### src/rtl/sprite_draw_scheduler.sv
// sprite_draw_scheduler: drains the draw queue each frame and turns each entry into scaled, clipped framebuffer writes.
// Ports: sys_clock/reset (async high); frame_start starts a drain; is_empty + sprite_* are the show-ahead queue head,
// dequeue pops it; sprite_r_en/sprite_r_addr/sprite_r_data form the 1-cycle-latency sprite read port;
// fb_w_en/fb_w_addr/fb_w_data drive framebuffer writes; busy is high outside IDLE; frame_done pulses when the queue is empty.
module sprite_draw_scheduler #(
  parameter int SPRITE_ADDR_SIZE = 13,
  parameter int SCREEN_W = 320,
  parameter int SCREEN_H = 240,
  parameter int FB_ADDR_W = 17
) (
  input  logic                        sys_clock,
  input  logic                        reset,
  input  logic                        frame_start,
  input  logic                        is_empty,
  input  logic [7:0]                  sprite_id,
  input  logic [15:0]                 sprite_x,
  input  logic [15:0]                 sprite_y,
  input  logic [7:0]                  sprite_scale,
  output logic                        dequeue,
  output logic                        sprite_r_en,
  output logic [SPRITE_ADDR_SIZE:0]   sprite_r_addr,
  input  logic [3:0]                  sprite_r_data,
  output logic                        fb_w_en,
  output logic [FB_ADDR_W-1:0]        fb_w_addr,
  output logic [3:0]                  fb_w_data,
  output logic                        busy,
  output logic                        frame_done
);
  typedef enum logic [1:0] {IDLE, CHECK, DRAW, FLUSH} state_t;
  localparam logic signed [17:0] SW = 18'(SCREEN_W);
  localparam logic signed [17:0] SH = 18'(SCREEN_H);
  state_t state_q, state_d;
  logic [3:0] id_q, id_d;
  logic [15:0] x_q, x_d, y_q, y_d;
  logic [7:0] scale_q, scale_d, sx_q, sx_d, sy_q, sy_d;
  logic [12:0] ox_q, ox_d, oy_q, oy_d;
  logic [4:0] px_q, px_d, py_q, py_d;
  logic cand_q, cand_d;
  logic [FB_ADDR_W-1:0] cand_addr_q, cand_addr_d, wr_addr_q, wr_addr_d;
  logic [3:0] wr_data_q, wr_data_d;
  logic sx_end, sy_end, col_end, last, on;
  logic signed [17:0] dx, dy;
  logic unused;
  assign unused = ^sprite_id[7:4];
  // replication sub-counters stand in for ox/scale and oy/scale
  assign sx_end = sx_q == scale_q - 8'd1;
  assign sy_end = sy_q == scale_q - 8'd1;
  assign col_end = sx_end && px_q == 5'd31;
  assign last = col_end && sy_end && py_q == 5'd31;
  assign dx = $signed({{2{x_q[15]}}, x_q}) + $signed({5'd0, ox_q});
  assign dy = $signed({{2{y_q[15]}}, y_q}) + $signed({5'd0, oy_q});
  assign on = !dx[17] && dx < SW && !dy[17] && dy < SH;
  always_ff @(posedge sys_clock or posedge reset)
    if (reset) state_q <= IDLE;
    else state_q <= state_d;
  always_comb begin
    state_d = state_q;
    case (state_q)
      IDLE:  state_d = frame_start ? CHECK : IDLE;
      CHECK: state_d = is_empty ? IDLE : DRAW;
      DRAW:  state_d = last ? FLUSH : DRAW;
      FLUSH: state_d = CHECK;
    endcase
  end
  always_comb begin
    dequeue = state_q == CHECK && !is_empty;
    frame_done = state_q == CHECK && is_empty;
    busy = state_q != IDLE;
    sprite_r_en = state_q == DRAW;
    sprite_r_addr = sprite_r_en ? {id_q, py_q, px_q} : '0;
    // the write for a read lands while its data is on sprite_r_data; outputs hold between writes
    fb_w_en = cand_q && sprite_r_data != 4'd0;
    fb_w_addr = fb_w_en ? cand_addr_q : wr_addr_q;
    fb_w_data = fb_w_en ? sprite_r_data : wr_data_q;
  end
  always_comb begin
    id_d = dequeue ? sprite_id[3:0] : id_q;
    x_d = dequeue ? sprite_x : x_q;
    y_d = dequeue ? sprite_y : y_q;
    scale_d = dequeue ? (sprite_scale == 8'd0 ? 8'd1 : sprite_scale) : scale_q;
    sx_d = sx_q;
    sy_d = sy_q;
    px_d = px_q;
    py_d = py_q;
    ox_d = ox_q;
    oy_d = oy_q;
    if (dequeue) begin
      sx_d = '0;
      sy_d = '0;
      px_d = '0;
      py_d = '0;
      ox_d = '0;
      oy_d = '0;
    end else if (sprite_r_en) begin
      sx_d = sx_end ? 8'd0 : sx_q + 8'd1;
      px_d = sx_end ? px_q + 5'd1 : px_q;
      ox_d = col_end ? 13'd0 : ox_q + 13'd1;
      sy_d = col_end ? (sy_end ? 8'd0 : sy_q + 8'd1) : sy_q;
      py_d = col_end && sy_end ? py_q + 5'd1 : py_q;
      oy_d = col_end ? oy_q + 13'd1 : oy_q;
    end
    cand_d = sprite_r_en && on;
    cand_addr_d = dy[FB_ADDR_W-1:0] * FB_ADDR_W'(SCREEN_W) + dx[FB_ADDR_W-1:0];
    wr_addr_d = fb_w_addr;
    wr_data_d = fb_w_data;
  end
  always_ff @(posedge sys_clock or posedge reset)
    if (reset) begin
      id_q <= '0;
      x_q <= '0;
      y_q <= '0;
      scale_q <= '0;
      sx_q <= '0;
      sy_q <= '0;
      px_q <= '0;
      py_q <= '0;
      ox_q <= '0;
      oy_q <= '0;
      cand_q <= 1'b0;
      cand_addr_q <= '0;
      wr_addr_q <= '0;
      wr_data_q <= '0;
    end else begin
      id_q <= id_d;
      x_q <= x_d;
      y_q <= y_d;
      scale_q <= scale_d;
      sx_q <= sx_d;
      sy_q <= sy_d;
      px_q <= px_d;
      py_q <= py_d;
      ox_q <= ox_d;
      oy_q <= oy_d;
      cand_q <= cand_d;
      cand_addr_q <= cand_addr_d;
      wr_addr_q <= wr_addr_d;
      wr_data_q <= wr_data_d;
    end
endmodule

### config.mk
export PLATFORM = sky130hd
export DESIGN_NAME = sprite_draw_scheduler
export DESIGN_NICKNAME = d
export VERILOG_FILES = /design/src/rtl/sprite_draw_scheduler.sv
export SDC_FILE = /design/constraint.sdc
export NUM_CORES = 1
export LEC_CHECK = 0
export ABC_AREA = 1
export CAP_MARGIN = 25
export CORE_ASPECT_RATIO = 0.6
export CORE_MARGIN = 4
export CORE_UTILIZATION = 55
export DETAILED_ROUTE_END_ITERATION = 7
export PLACE_DENSITY = 0.82
export REMOVE_ABC_BUFFERS = 1
export SLEW_MARGIN = 20
export SYNTH_ARGS = -nofsm -noshare
export SYNTH_HDL_FRONTEND = slang
export SYNTH_SLANG_ARGS = --single-unit
export TNS_END_PERCENT = 20
### constraint.sdc
create_clock -name sys_clock -period 7 [get_ports sys_clock]
set_input_delay 1.05 -clock sys_clock [delete_from_list [all_inputs] [get_ports sys_clock]]
set_output_delay 1.05 -clock sys_clock [all_outputs]
set_load 0.02 [all_outputs]
==> reports/metrics.yaml <==
status: "finished, final reports clean"
arrival_ps: 4940
n_antenna_cell: 0
synth_largest_area_cell: "dfrtp_1"
die_w_um: 173
synth_top_family_by_area: "simple AND/OR/NAND/NOR gates"
skew_ps: 15.3
power_w: 0.00237
cts.sinks: 137
cts_resized: 0
root_buffer: "clkbuf_16"
grt_first_pass_wirelength_um: 39000
muxShareOfSynthArea_pct: 0
gp_congestion: 0.930
via_per_inst: 5.44
clock_latency_ps: 430
tritoncts: "yes"
setup_viol: 0
hpwl_um: 16800
grt_pass1_vias: 7861
coreArea_um2: 15700
wl_per_cell_um: 14.9
htreeDepth: 4
rsz0062_at_grt: "no"
worst_pin_slew_ps: 790
grt_overflow: 0
cts_setup_buffers: 0
antenna_left: 0
cp_top_family: "adder cells"
path_class: "reg2reg"
clk_pin_slew_ps: 60
cp-end-kind: "register"
cap_viol_max_count: 0
critical-path-slowest-cell: "fa_1"
power_density_nw_per_um2: 221
pin_count: 96
hold_ws_ps: 466
firstDrtPassIters: 7
cts_hold_buffers: 0
synthXorXnorAreaFrac_pct: 6.18
drive_gt1_share_pct: 4.55
final.setup.tns_ps: 0
grt_use_total_pct: 25.6
syn_avg_cell_area_um2: 7.29
drcViolationCount: 0
synthesis.area_um2: 9000
cts_made_buffers: 17
max-slew-margin-rel_pct: 47.3
hold_violations: 0
synth_compound_area_share_pct: 7.94
ys.flop_type: "dfrtp_1"
yosys.area.top_type_share_pct: 38.1
grt_max_degree: 75
crit_required_ps: 7300
dieArea_um2: 18500
synth_fa_ha_area_share_pct: 9.23
ys_seq_area_share_pct: 38.1
post-route-period-util_pct: 66.2
slew_viol_final: 0
synth-edff-count: 0
port_buffers: 91
syn_inst: 1235
ys_ff_latch: 137
critPathMaxStageDelay_ps: 460
drt_iter0_markers: 784
crit_top_cell: "nand2_1"
synthTopCellsByArea: "dfrtp_1 38%, nand2_1 17%, ha_1 8.3%"
fmax_ghz: 0.216
cts_buffer_depth: 2
vias: 8405
ys_warn_count: 0
cp_max_fo: 5
startpoint_type: "register"
initial_core_util_pct: 57.4
async_flop_share_pct: 100
synth_cell_types: 44
antenna_found_initial: 0
hp-class: "reg2reg"
irDropWorstVdd_uv: 151
synth_simple_gate_area_share_pct: 31.0
fin_nets: 1448
core.rowCount: 35
die_h_um: 107
min_period_ps: 4640
crit_buf_inv: 3
syn2layout_area_growth_pct: 19.1
leakage_nw: 5.55
crit_chain: "ha_1 -> inv_1 -> fa_1 -> inv_1 -> nand2_1 -> nand2_1 -> and2_1 -> xor2_1 -> ha_1 -> inv_1 -> fa_1 -> o21ai_0 -> nand2_1 -> nand2_1 -> a21oi_1 -> xor2_1 -> ha_1 -> nand2_1 -> nor2_1 -> nand3_1 -> o2111ai_1 -> xnor2_1 -> nand3b_1 -> nand2_1"
wirelength_um: 23100
-- cell type report --
class / instances / area, um^2
fill: 1263 / 4960
multi-input combinational: 924 / 4900
sequential: 137 / 3430
timing repair buffer: 98 / 963
inverter: 150 / 573
clock buffer: 19 / 443
tap: 203 / 254
clock inverter: 13 / 159
-- cell usage in the layout (no fill, tap or decap), types with 2 or more instances in the layout --
master / instances
clkdlybuf4s50_1: 91
and2_1: 2
nand2_1: 417
inv_6: 5
xnor2_1: 11
inv_2: 5
bufinv_16: 2
o22ai_1: 11
nor2_2: 5
clkbuf_16: 17
o21ai_1: 4
buf_4: 7
o21ai_2: 4
clkinvlp_4: 2
nand3_1: 92
nor4_1: 2
ha_1: 60
nand4_1: 23
nor2_1: 95
clkinv_4: 4
o2111ai_1: 2
o21ai_0: 60
fa_1: 4
inv_8: 2
dfrtp_1: 137
nand2_4: 2
nand3b_1: 6
inv_1: 142
a21oi_1: 44
xor2_1: 50
nor3_1: 16
-- state kept, by name, indices dropped and copies added, names as in the netlist, named ones only --
| name | flops |
|---|---|
| id_q | 4 |
| cand_q | 1 |
| px_q | 5 |
| cand_addr_q | 17 |
| sx_q | 8 |
| wr_data_q | 4 |
| x_q | 16 |
| oy_q | 13 |
| y_q | 16 |
| state_q | 1 |
| wr_addr_q | 17 |
| sy_q | 8 |
| py_q | 5 |
| ox_q | 13 |
| scale_q | 8 |
-- power breakdown --
group	switching (W)	leakage [nW]	internal, W
Clock	0.000383	0.289	0.000545
Sequential	0.0000544	1.72	0.000869
Combinational	0.000302	3.54	0.000212
-- cells in the mapped netlist (all sizes together) (4+ instances only) --
| cell type | count |
|---|---|
| nor3 | 17 |
| buf | 9 |
| o21ai | 68 |
| ha | 60 |
| nand2 | 420 |
| clkbuf | 15 |
| nand4 | 24 |
| dfrtp | 137 |
| o22ai | 11 |
| nor2 | 101 |
| xnor2 | 11 |
| fa | 4 |
| xor2 | 50 |
| nand3b | 6 |
| a21oi | 44 |
| inv | 148 |
| nand3 | 92 |
-- tightest hold or removal path: stages (launching register included) --
cell and delay [ps]:
dfrtp_1 320, nand2_1 50, nand2_1 60
-- worst paths after layout --
kind	startpoint	to	slack (ps)	cells after the start
hold / removal	cand_addr_q[12]	wr_addr_q[12]	470	2
hold reg to reg	cand_addr_q[12]	wr_addr_q[12]	470	2
max in group asynchronous	reset	wr_data_q[2]	4630	3
min in group asynchronous	reset	state_q[0]	1120	2
setup / recovery	oy_q[0]	cand_addr_q[16]	2360	24
setup reg to reg	oy_q[0]	cand_addr_q[16]	2360	24
-- metal layers --
metal	GRT usage, %	wire [um]	vias up
met4	5.58	216	0
li1	-	-	4167
met2	37.8	9600	351
met5	0	0	-
met1	39.2	11400	3865
met3	4.72	1820	22
-- logic make-up (layout without fill, tap and decap cells) --
group,count (synthesis),in the layout
AND/OR/NAND/NOR,666,666
buffers and inverters,174,280
flip-flops,137,137
AO/OA/AOI/OAI,132,132
adder cells (fa/ha/maj),64,64
XOR/XNOR,62,62
-- per-stage QoR --
stage / cell area (um^2) / util, % / worst slack (ps) / cells
after global placement: 10100 / 64.5 / 2550 / 1512
final: 10700 / 68.4 / 2360 / 1544
after CTS: 10700 / 68.4 / 2460 / 1544
after floorplan: 8890 / - / 1700 / 1211
after detailed placement: 10100 / 64.5 / 2540 / 1512
after global routing: 10700 / 68.4 / 2030 / 1544
No activity file was read; power rests on OpenSTA's default activity.
